### config.mk
export PLATFORM = sky130hd
export DESIGN_NAME = pc_mt_flat
export DESIGN_NICKNAME = d
export VERILOG_FILES = /design/src/rtl/pc_mt_pkg.sv /design/src/rtl/pc_mt_if.sv /design/src/rtl/pc_next_sel.sv /design/src/rtl/pc_mt.sv /design/src/flat_wrapper.sv
export SDC_FILE = /design/constraint.sdc
export NUM_CORES = 1
export LEC_CHECK = 0
export ABC_AREA = 1
export BUFFER_PORTS_ARGS = -buffer_cell sky130_fd_sc_hd__buf_2
export CORE_ASPECT_RATIO = 0.8
export CORE_MARGIN = 2
export CORE_UTILIZATION = 50
export DETAILED_ROUTE_END_ITERATION = 16
export GPL_TIMING_DRIVEN = 0
export PLACE_DENSITY = 0.76
export SLEW_MARGIN = 25
export SYNTH_ARGS = -nofsm -noshare
export SYNTH_HDL_FRONTEND = slang
export SYNTH_SLANG_ARGS = --single-unit
### constraint.sdc
create_clock -name CLK -period 2.4 [get_ports CLK]
set_clock_uncertainty 0.2 [all_clocks]
set_input_delay 0.36 -clock CLK [delete_from_list [all_inputs] [get_ports CLK]]
set_output_delay 0.36 -clock CLK [all_outputs]
set_load 0.01 [all_outputs]
### src/rtl/pc_mt_pkg.sv
// Shared constants and helpers for the multi-thread fetch program counter.
package pc_mt_pkg;

  localparam int unsigned IAlign4 = 4;
  localparam int unsigned IAlign2 = 2;

  localparam logic [31:0] DefResetPc = 32'h0000_0000;

  // Thread id width never collapses to zero bits, even for a single thread.
  function automatic int unsigned tid_width(input int unsigned nthreads);
    return (nthreads <= 2) ? 1 : $clog2(nthreads);
  endfunction

endpackage

### src/rtl/pc_mt_if.sv
// Control/status bundle between the fetch-stage PC and its pipeline neighbours.
interface pc_mt_if #(
  parameter int unsigned XLEN = 32,
  parameter int unsigned TIDW = 1
);

  logic            HLT;
  logic            JREQ;
  logic [XLEN-1:0] JVAL;
  logic            TREQ;
  logic [XLEN-1:0] TVEC;
  logic            ILEN2;
  logic            TSW;
  logic [XLEN-1:0] PCO;
  logic [XLEN-1:0] NXPCO;
  logic [TIDW-1:0] TIDO;
  logic [XLEN-1:0] EPCO;
  logic [TIDW-1:0] ETIDO;
  logic            MISALIGN;

  modport master (
    output HLT, JREQ, JVAL, TREQ, TVEC, ILEN2, TSW,
    input  PCO, NXPCO, TIDO, EPCO, ETIDO, MISALIGN
  );

  modport slave (
    input  HLT, JREQ, JVAL, TREQ, TVEC, ILEN2, TSW,
    output PCO, NXPCO, TIDO, EPCO, ETIDO, MISALIGN
  );

endinterface

### src/rtl/pc_next_sel.sv
// Next fetch address selection for the active thread: trap, jump or sequential.
module pc_next_sel
  import pc_mt_pkg::*;
#(
  parameter int unsigned XLEN   = 32,
  parameter int unsigned IALIGN = 4
) (
  input  logic [XLEN-1:0] cur_nxpc,
  input  logic [2:0]      inc,
  input  logic            jreq,
  input  logic [XLEN-1:0] jval,
  input  logic            treq,
  input  logic [XLEN-1:0] tvec,
  output logic [XLEN-1:0] next,
  output logic            mis
);

  always_comb begin
    mis  = jreq && (IALIGN == IAlign4) && jval[1];
    next = cur_nxpc + XLEN'(inc);
    // A misaligned jump is redirected exactly like a trap.
    if (treq || mis) begin
      next = tvec;
    end else if (jreq) begin
      next = {jval[XLEN-1:1], 1'b0};
    end
  end

endmodule

### src/rtl/pc_mt.sv
// Multi-thread program counter: per-thread next-PC, shared PC, trap capture.
module pc_mt
  import pc_mt_pkg::*;
#(
  parameter int unsigned     XLEN        = 32,
  parameter logic [XLEN-1:0] RESETPC     = XLEN'(DefResetPc),
  parameter logic [XLEN-1:0] RESETSTRIDE = '0,
  parameter int unsigned     NTHREADS    = 2,
  parameter int unsigned     IALIGN      = 4
) (
  input logic    CLK,
  input logic    XRESN,
  pc_mt_if.slave bus
);

  localparam int unsigned TIDW  = tid_width(NTHREADS);
  localparam int unsigned NSLOT = 1 << TIDW;

  logic [XLEN-1:0] nxpc_q [NSLOT];
  logic [XLEN-1:0] pc_q, epc_q;
  logic [TIDW-1:0] tid_q, tid_d, etid_q;
  logic            mis_q;

  logic [XLEN-1:0] cur_nxpc, next_nxpc;
  logic [2:0]      inc;
  logic            mis, trap;

  assign cur_nxpc = nxpc_q[tid_q];
  assign inc      = ((IALIGN == IAlign2) && bus.ILEN2) ? 3'd2 : 3'd4;
  assign trap     = bus.TREQ || mis;

  pc_next_sel #(
    .XLEN   (XLEN),
    .IALIGN (IALIGN)
  ) u_next_sel (
    .cur_nxpc (cur_nxpc),
    .inc      (inc),
    .jreq     (bus.JREQ),
    .jval     (bus.JVAL),
    .treq     (bus.TREQ),
    .tvec     (bus.TVEC),
    .next     (next_nxpc),
    .mis      (mis)
  );

  always_comb begin
    tid_d = tid_q;
    if ((NTHREADS > 1) && bus.TSW) begin
      tid_d = (tid_q == TIDW'(NTHREADS - 1)) ? '0 : tid_q + TIDW'(1);
    end
  end

  always_ff @(posedge CLK or negedge XRESN) begin
    if (!XRESN) begin
      for (int t = 0; t < NSLOT; t++) begin
        nxpc_q[t] <= RESETPC + XLEN'(t) * RESETSTRIDE;
      end
      pc_q   <= RESETPC;
      tid_q  <= '0;
      epc_q  <= '0;
      etid_q <= '0;
      mis_q  <= 1'b0;
    end else if (!bus.HLT) begin
      // The update targets the thread active this cycle, even when switching away.
      nxpc_q[tid_q] <= next_nxpc;
      pc_q          <= cur_nxpc;
      if (trap) begin
        epc_q  <= pc_q;
        etid_q <= tid_q;
      end
      mis_q <= mis && !bus.TREQ;
      tid_q <= tid_d;
    end
  end

  assign bus.NXPCO    = cur_nxpc;
  assign bus.TIDO     = tid_q;
  assign bus.PCO      = pc_q;
  assign bus.EPCO     = epc_q;
  assign bus.ETIDO    = etid_q;
  assign bus.MISALIGN = mis_q;

endmodule

### src/flat_wrapper.sv
// flat-port wrapper written by rule: the top's interface ports become plain ports
module pc_mt_flat import pc_mt_pkg::*;
#(
  parameter int unsigned     XLEN        = 32,
  parameter logic [XLEN-1:0] RESETPC     = XLEN'(DefResetPc),
  parameter logic [XLEN-1:0] RESETSTRIDE = '0,
  parameter int unsigned     NTHREADS    = 2,
  parameter int unsigned     IALIGN      = 4
)
  (CLK, XRESN, bus_HLT, bus_JREQ, bus_JVAL, bus_TREQ, bus_TVEC, bus_ILEN2, bus_TSW, bus_PCO, bus_NXPCO, bus_TIDO, bus_EPCO, bus_ETIDO, bus_MISALIGN);
  pc_mt_if #(.XLEN(XLEN), .TIDW(1)) bus_i ();
  input logic CLK;
  input logic XRESN;
  input wire logic [$bits(bus_i.HLT)-1:0] bus_HLT;
  input wire logic [$bits(bus_i.JREQ)-1:0] bus_JREQ;
  input wire logic [$bits(bus_i.JVAL)-1:0] bus_JVAL;
  input wire logic [$bits(bus_i.TREQ)-1:0] bus_TREQ;
  input wire logic [$bits(bus_i.TVEC)-1:0] bus_TVEC;
  input wire logic [$bits(bus_i.ILEN2)-1:0] bus_ILEN2;
  input wire logic [$bits(bus_i.TSW)-1:0] bus_TSW;
  output wire logic [$bits(bus_i.PCO)-1:0] bus_PCO;
  output wire logic [$bits(bus_i.NXPCO)-1:0] bus_NXPCO;
  output wire logic [$bits(bus_i.TIDO)-1:0] bus_TIDO;
  output wire logic [$bits(bus_i.EPCO)-1:0] bus_EPCO;
  output wire logic [$bits(bus_i.ETIDO)-1:0] bus_ETIDO;
  output wire logic [$bits(bus_i.MISALIGN)-1:0] bus_MISALIGN;
  assign bus_i.HLT = bus_HLT;
  assign bus_i.JREQ = bus_JREQ;
  assign bus_i.JVAL = bus_JVAL;
  assign bus_i.TREQ = bus_TREQ;
  assign bus_i.TVEC = bus_TVEC;
  assign bus_i.ILEN2 = bus_ILEN2;
  assign bus_i.TSW = bus_TSW;
  assign bus_PCO = bus_i.PCO;
  assign bus_NXPCO = bus_i.NXPCO;
  assign bus_TIDO = bus_i.TIDO;
  assign bus_EPCO = bus_i.EPCO;
  assign bus_ETIDO = bus_i.ETIDO;
  assign bus_MISALIGN = bus_i.MISALIGN;
  pc_mt #(.XLEN(XLEN), .RESETPC(RESETPC), .RESETSTRIDE(RESETSTRIDE), .NTHREADS(NTHREADS), .IALIGN(IALIGN)) u_core (.CLK(CLK), .XRESN(XRESN), .bus(bus_i));
endmodule
* Yosys cells after proc, flatten, opt, wreduce, memory -nomap -nowiden
Cells that the tools add are included.
** Word-level totals
- Flip-flop bits (word level) :: 131
- Output and inout bits :: 99
- Input bits :: 71
- Word-level logic and storage cells :: 29
** Operators by class
- Muxes and demuxes :: 9
- Add/subtract/negate cells :: 2
- Reduce and logical (&&, ||, !) cells :: 7
- Magnitude comparators :: 2
- Bitwise gates (word level) :: 2
** Operators by type and width (number)
- 32-bit two-way mux :: 6
- 64-bit bitwise mux :: 1
- 32-bit by 3-bit adder with 32-bit output, second input constant :: 1
- 32-bit demux with 1-bit select :: 1
- 2-bit AND reduction :: 2
- 1-bit logical AND :: 3
- 2-bit greater-or-equal comparator, second input constant :: 1
- 2-bit by 1-bit less-than comparator with 1-bit output, second input constant :: 1
- 1-bit inverter with 2-bit output :: 1
- 1-bit adder, second input constant :: 1
- 1-bit logical NOT :: 1
- 1-bit logical OR :: 1
- 1-bit two-way mux :: 1
- 1-bit inverter :: 1

* Depth between registers and ports, before layout
Gate-level depths: netlist of run 1.
- Depth in word-level cells :: 8
- Gate-level depth with buffers :: 17
- Depth with buffers taken out :: 15

* Hierarchy
Synthesis of run 1 repeated with hierarchy kept, for this count alone.
** Unflattened totals
- Cells, all modules :: 1096
- Area total of the unflattened synthesis :: 7678.6 µm²
** Modules (own cells, without submodules)
- pc_mt :: instances 1, area each 5967.0 µm², sequential area each 3278.1 µm², cells each 708
- pc_next_sel :: instances 1, area each 1711.6 µm², sequential area each 0.0 µm², cells each 388

* Worst setup path after synthesis of run 1
OpenSTA, ideal clock, no wires.
- Path kind :: register to register
- Start point :: register u_core.tid_q, in the netlist u_core.bus.TIDO
- End point :: register u_core.nxpc_q[24] in the netlist's numbering
- Arrival :: 2.043 ns
- Slack :: 0.040 ns
- Library setup time :: 0.117 ns
- Stages on the path, launching flop included :: 16
- Path through :: dfrtp_1 buf_6 buf_4 o21ai_2 ha_1 nand2_1 nor2_4 nand2_1 nor2_2 nand2_1 nand2_1 nand3_1 nand2_1 nand2_1 nand2_1 nand2_1
** Between the ends
- Word-level cells in the longest chain between the ends :: 8
- Elaborated cells on any way between the ends :: 13
** RTL lines
- start, declared :: RTL line pc_mt.sv:21 : logic [TIDW-1:0] tid_q, tid_d, etid_q;
- start signal, assigned :: RTL line pc_mt.sv:72 : tid_q <= tid_d;
- 1-bit inverter with 2-bit output (not written as such) :: RTL line pc_mt.sv:28 : assign cur_nxpc = nxpc_q[tid_q];
- 32-bit two-way mux (not written as such) (3 in a row) :: RTL line pc_mt.sv:28
- via bus_NXPCO[2] :: RTL line flat_wrapper.sv:22 : output wire logic [$bits(bus_i.NXPCO)-1:0] bus_NXPCO;
- 32-bit by 3-bit adder with 32-bit output :: RTL line pc_next_sel.sv:20 : next = cur_nxpc + XLEN'(inc);
- 32-bit two-way mux :: RTL line pc_next_sel.sv:24 : end else if (jreq) begin
- 32-bit two-way mux :: RTL line pc_next_sel.sv:22 : if (treq || mis) begin
- 64-bit bitwise mux :: RTL line pc_mt.sv:65 : nxpc_q[tid_q] <= next_nxpc;
- end signal, assigned by index :: RTL line pc_mt.sv:56 : nxpc_q[t] <= RESETPC + XLEN'(t) * RESETSTRIDE;
- end signal, assigned by index :: RTL line pc_mt.sv:65
- end, declared :: RTL line pc_mt.sv:19 : logic [XLEN-1:0] nxpc_q [NSLOT];
The timed path passes the listed nets, and every way through them passes these cells. The select of a mux whose other input is x is not followed.
A chain may end at the register's enable or synchronous reset.

* Worst setup path in the final report of run 1
- Start point :: register u_core.tid_q, in the netlist u_core.bus.TIDO
- End point :: register u_core.nxpc_q[20] in the netlist's numbering
** Between the ends
- Word-level cells in the longest chain between the ends :: 8
- Elaborated cells on any way between the ends :: 13
** RTL lines (RTL line)
- 1-bit inverter with 2-bit output (not written as such) * :: pc_mt.sv:28, pc_mt.sv:65
- 32-bit two-way mux (not written as such) (3 in a row) :: pc_mt.sv:28
- 32-bit by 3-bit adder with 32-bit output :: pc_next_sel.sv:20
- 32-bit two-way mux :: pc_next_sel.sv:24
- 32-bit two-way mux :: pc_next_sel.sv:22
- 64-bit bitwise mux * :: pc_mt.sv:65
Mark *: on every way between the ends. The rest lies on a longest branch, timed or not. The select of a mux whose other input is x is not followed.

==> results.cfg, run 1 <==
[logic_synthesis]
async_flop_share_pct = 100.0
synthCells = 906
ys_seq_elements = 131
ys_warn_count = 0
yosys.area_share.simple_pct = 33.02
synth_top_family_by_area = simple AND/OR/NAND/NOR gates
synth_top_area_share_pct = 47.61
muxShareOfSynthArea_pct = 3.762
postSynthAreaPerCell_um2 = 7.600
yosysUniqueCellTypes = 31
synth-compound-area-share_pct = 8.468
yosysTopAreaCell = dfrtp_1
synth_area_leaders = dfrtp_1 (48%), nand2_1 (20%), o21ai_0 (5.5%), mux2_2 (3.8%), nor2_1 (3.5%)
synth_edf_count = 0
yosysSeqAreaShare_pct = 47.61
syn_area_mm2 = 0.006885
synth_xor_area_share_pct = 0.7632
synthAdderAreaFrac_pct = 0.1817
synth_ff_type = dfrtp_1
syn-num-nets = 978

[detailed_routing]
wl_per_cell_um = 17.51
postRouteAntennaNets = 0
avgViaCountPerCell = 5.447
drc = 0
vias = 7272
drt-total-wl_um = 23380
drt_iter0_markers = 734
dr.pass1.iters = 5

[global_routing]
grt_pass1_wl_um = 34200
grt_max_degree = 73
antenna_found_initial = 0
grt_overflow = 0
first_global_vias = 6486
grt_use_total_pct = 30.93

[floorplanning]
num_io_pins = 170
die_width_um = 135.2
dieArea_mm2 = 0.01473
coreArea_mm2 = 0.01350
initial_utilization_pct = 50.99
die_h_um = 109.0
std_cell_rows = 38

[layout]
multiInputGateArea_mm2 = 0.003622
diodes = 0
drive_above_1_share_pct = 37.23
regArea_mm2 = 0.003278
final_common_cell = nand2_1
fillers = 1048
final_cell_mix = nand2_1 (322), buf_2 (173), dfrtp_1 (131)
nets = 1215
areaGrowthSynthToFinish_pct = 38.80

[clocking]
clk_latency_ns = 0.42
cts_tree = done
clk_pin_slew_worst_paths_ns = 0.07
cts_root_buf = clkbuf_16
numCtsBuffers = 17
htree_levels = 4
clockBufferDepth = 2
clkSinkCount = 131

[worst_setup_path]
criticalPathCategory = register to register
cp_cell_sequence = buf_6, buf_12, o21ai_4, ha_4, nand2_4, nor2_4, nand2_4, nor2_4, nand2_1, nand2_1, nand3_1, nand2_1, nand2_1, nand2_1, nand2_1
reg2reg_from = u_core.bus.TIDO
crit_path_start_kind = register
cp.arrival_ns = 2.54
crit_top_cell = nand2_1
critPathRequiredTime_ns = 2.50
end_kind = register
worst_path_max_delay_cell = dfrtp_1
reg2regPathDepth = 15
regToRegEndpoint = u_core.nxpc_q[20]
r2r_slack_ns = -0.04
crit_family = simple AND/OR/NAND/NOR gates
cpPeakStageDelay_ns = 0.39
critPathMaxFanout = 8
cp.buffers_inverters = 2

[sta]
setup-violations-final = 16
fmax_mhz = 410.4
finalSetupTns_ns = -0.2120
whs_ns = 0.0009519
relSlewSlack_pct = 57.51
rsz0062_at_grt = yes
hold_viol = 0
finalCritPeriodShare_pct = 101.5
setup_ws_ns = -0.03679
max_slew.worst_pin.slew_ns = 0.6373
fin_crit_ns = 2.437
maxSlewViolCount = 0

[placement]
hpwl_um = 16050
place_congestion = 0.9656
port_buffers = 166

[flow_run]
maxCapViolCount = 0

[run_status]
status = finished with violations
violations = setup timing

[pwr]
power.density_mw_per_mm2 = 1443
ir_drop_mv = 0.8168
p_total_w = 0.01379
leakagePower_nw = 4.917

[worst_hold_path]
hold_start = bus_TSW
whs_path_depth = 3
hold_end = u_core.bus.TIDO
hold_path.class = input port to register
-- worst register-to-register path, cell delays in order (launching register included) --
cell and delay [ns]:
dfrtp_1 0.39, buf_6 0.17, buf_12 0.14, o21ai_4 0.21, ha_4 0.18, nand2_4 0.05
nor2_4 0.18, nand2_4 0.12, nor2_4 0.18, nand2_1 0.07, nand2_1 0.06, nand3_1 0.07
nand2_1 0.11, nand2_1 0.07, nand2_1 0.06, nand2_1 0.06
-- worst max-delay path by stage --
stage                     from                  to  slack, ns  depth (start not counted)
2_1_floorplan  u_core.bus.TIDO   u_core.nxpc_q[24]       0.04                         15
3_3_place_gp             XRESN   u_core.nxpc_q[51]      -0.97                          1
3_5_place_dp          bus_JREQ  u_core.bus.EPCO[9]      -0.29                          8
4_1_cts        u_core.bus.TIDO       bus_NXPCO[30]      0.009                          8
5_1_grt        u_core.bus.TIDO   u_core.nxpc_q[57]      -0.14                         18
6_report       u_core.bus.TIDO   u_core.nxpc_q[20]      -0.04                         15
-- cell usage after synthesis (all sizes together), types with 6 or more instances --
cell / instances
or2: 13
a21oi: 18
inv: 51
nand2: 395
buf: 18
o21ai: 87
nor2: 80
xor2: 6
mux2: 23
nand3: 46
clkbuf: 23
dfrtp: 131
-- area by class of cell --
class | count | share of cell area, %
buffer | 40 | 2.566
tap | 180 | 2.357
multi-input combinational | 682 | 37.90
inverter | 52 | 2.173
sequential | 131 | 34.30
clock buffer | 18 | 4.595
timing repair buffer | 219 | 13.80
clock inverter | 13 | 2.304
-- where the power goes --
part	leakage (nW)	switching, W	internal [W]	total (W)
Clock	0.316	0.00104	0.00189	0.00293
Sequential	1.63	0.000651	0.00324	0.00389
Combinational	2.97	0.00423	0.00274	0.00697
-- what timing repair did --
action / CTS / global route
hold buffers: 2 / 0
buffers inserted: 15 / 35
hold endpoints to repair: 60 / 0
resized for setup: 32 / 114
setup endpoints to repair: 34 / 64
pin swaps: 8 / 59
-- cells by family after synthesis --
| kind of cell | count (synthesis) |
|---|---|
| AOI/OAI and AO/OA | 113 |
| DFF | 131 |
| buffers and inverters | 93 |
| and+or+nand+nor | 539 |
| adders and majority gates | 1 |
| muxes | 23 |
| xor gates and xnor gates | 6 |
-- through the flow --
step	area, um^2	setup WS, ns	cells	utilization (%)
floorplan	6885	0.04040	906	-
global placement	7941	-0.9681	1252	58.81
detailed placement	7979	-0.2881	1253	59.09
CTS	8920	0.009056	1301	66.06
global route	9557	-0.1402	1335	70.77
finish	9557	-0.03679	1335	70.77
-- registers in the layout, summed over array words and instances (netlist names) --
signal	count
u_core.bus.MISALIGN	1
u_core.bus.PCO	32
u_core.bus.ETIDO	1
u_core.bus.TIDO	1
u_core.bus.EPCO	32
u_core.nxpc_q	64
-- per-layer routing --
layer / part of all wire [%] / global-route usage, % / up-vias
met5: 0 / 0 / -
met2: 45 / 46.56 / 403
met1: 42 / 44.74 / 3454
met4: 2.8 / 10.71 / 0
li1: - / - / 3358
met3: 10 / 6.509 / 57
(Power assumes the default switching activity.)
==> run 2: changes to the inputs <==
--- a/config.mk
+++ b/config.mk
@@ -9,10 +9,11 @@
 export BUFFER_PORTS_ARGS = -buffer_cell sky130_fd_sc_hd__buf_2
 export CORE_ASPECT_RATIO = 0.8
 export CORE_MARGIN = 2
-export CORE_UTILIZATION = 50
+export CORE_UTILIZATION = 47
 export DETAILED_ROUTE_END_ITERATION = 16
 export GPL_TIMING_DRIVEN = 0
-export PLACE_DENSITY = 0.76
+export PLACE_DENSITY = 0.72
+export SKIP_LAST_GASP = 1
 export SLEW_MARGIN = 25
 export SYNTH_ARGS = -nofsm -noshare
 export SYNTH_HDL_FRONTEND = slang
==> run 2 against run 1 <==
Effect of this change: the run still ends with setup timing left; cell area fell by 2.2%; cell count down 0.75%; non-clock buffer count fell by 15; core utilization down 5.4 points; routed wire length fell by 0.51%; worst setup slack better by 0.033 ns; sequential share of layout area increased by 0.77 points; flip-flop and latch count unchanged; fmax is 1.4% higher; worst hold slack gained 0.036 ns.
==> results.cfg, run 2 (synthesis gave the netlist of run 1 again) <==
[layout]
diodes = 0
nets = 1200
regMostFlops = u_core.nxpc_q
final_cell_mix = nand2_1 (331), buf_2 (173), dfrtp_1 (131)
areaGrowthSynthToFinish_pct = 35.74
final_cells = 1325
final_common_cell = nand2_1
drive_above_1_share_pct = 35.23
largest_reg_flops = 64

[floorplanning]
std_cell_rows = 39
coreArea_mm2 = 0.01430
dieArea_mm2 = 0.01564
die_h_um = 112.3
die_width_um = 139.3
initial_utilization_pct = 48.16
num_io_pins = 170

[placement]
hpwl_um = 16260
place_congestion = 0.9548
port_buffers = 166
pre_cts_slack_ns = -0.3875
place_inst = 1257

[clocking]
numCtsBuffers = 17
clkSinkCount = 131
clockBufferDepth = 2
cts_tree = done
clk_pin_slew_worst_paths_ns = 0.07
cts_root_buf = clkbuf_16
htree_levels = 4
clk_latency_ns = 0.43

[detailed_routing]
wl_per_cell_um = 17.56
avgViaCountPerCell = 5.392
drt_iter0_markers = 964
drt-total-wl_um = 23260
drc = 0
postRouteAntennaNets = 0
vias = 7144
dr.pass1.iters = 6

[global_routing]
grt_use_total_pct = 29.31
grt_pass1_wl_um = 35310
first_global_vias = 6451
grt_overflow = 0
antenna_found_initial = 0
grt_max_degree = 80

[worst_hold_path]
hold_path.class = input port to register
hold_start = bus_TVEC[8]
hold_end = u_core.nxpc_q[40]
whs_path_depth = 3

[sta]
fmax_mhz = 416.1
finalCritPeriodShare_pct = 100.1
setup_ws_ns = -0.003470
max_slew.worst_pin.slew_ns = 0.7171
relSlewSlack_pct = 52.19
hold_viol = 0
fin_crit_ns = 2.403
rsz0062_at_grt = yes
setup-violations-final = 1
maxSlewViolCount = 0

[run_status]
status = finished with violations
violations = setup timing

[worst_setup_path]
crit_path_start_kind = register
criticalPathCategory = register to register
critPathMaxFanout = 7
reg2regPathDepth = 15
reg2reg_from = u_core.bus.TIDO
critPathRequiredTime_ns = 2.57
end_kind = register
cp.arrival_ns = 2.57
r2r_slack_ns = -0.003
regToRegEndpoint = u_core.nxpc_q[47]

[pwr]
ir_drop_mv = 0.8929
power.density_mw_per_mm2 = 1423
leakagePower_nw = 4.767

[flow_run]
maxCapViolCount = 0
-- run 2: per-layer routing --
layer	part of all wire, %	track usage, %
met4	2.5	8.620
met1	44	43.01
met2	44	43.17
met3	9.8	7.423
met5	0	0
-- run 2: how the worst max path moves through the flow --
stage | start | end | slack [ns] | cells after the start
floorplan | u_core.bus.TIDO | u_core.nxpc_q[24] | 0.04 | 15
global placement | XRESN | u_core.nxpc_q[57] | -1.0 | 1
detailed placement | bus_JREQ | u_core.bus.EPCO[14] | -0.39 | 8
CTS | u_core.bus.TIDO | u_core.nxpc_q[29] | -0.01 | 17
global route | u_core.bus.TIDO | u_core.nxpc_q[19] | -0.07 | 17
finish | u_core.bus.TIDO | u_core.nxpc_q[47] | -0.003 | 15
-- run 2: area by class of cell --
type                    count  area (um^2)
multi-input cells         682         3577
clock buffers              18        429.2
repair buffers            203         1190
inverters                  52        207.7
fillers                  1206         4951
plain buffers              41        269.0
clock inverters            14        165.2
flip-flops and latches    131         3278
well taps                 184        230.2
-- run 2: through the flow --
step	utilization, %	hold WS [ns]	instance area, um^2	power (W)	setup TNS (ns)
final	65.37	0.03738	9346	0.01330	-0.003470
after global placement	55.58	0.2578	7946	0.009032	-148.92
after global routing	65.37	0.06206	9346	0.01402	-1.073
after CTS	62.03	0.02147	8869	0.01232	-0.01711
after floorplan	-	-0.1356	6885	0.006982	0
after detailed placement	55.84	0.09931	7984	0.009156	-25.13
-- run 2: power breakdown --
part	leakage [nW]	internal (W)	switching, W	total, W
logic	2.85	0.00260	0.00417	0.00677
clock network	0.279	0.00156	0.00110	0.00266
registers	1.63	0.00324	0.000632	0.00387
total	4.77	0.00740	0.00590	0.0133
-- run 2: critical path: stages, from the launching register on --
cell and delay (ns):
dfrtp_1 0.39, buf_6 0.16, clkinv_8 0.06, buf_12 0.11
buf_4 0.12, nand2_2 0.08, nand2_4 0.10, nand2_2 0.11
nor2_2 0.13, nand2_2 0.09, nor2_4 0.22, xor2_1 0.19
nand2_1 0.11, nand2_1 0.10, nand3_1 0.09, nand2_1 0.08
-- run 2: timing repair --
action                                  4_1_cts  5_1_grt
endpoints found under the setup margin       37       92
pin swaps                                     9       33
gates resized for setup                      32      102
hold buffers                                  3        0
endpoints found under the hold margin        54        0
buffers inserted                             17       16
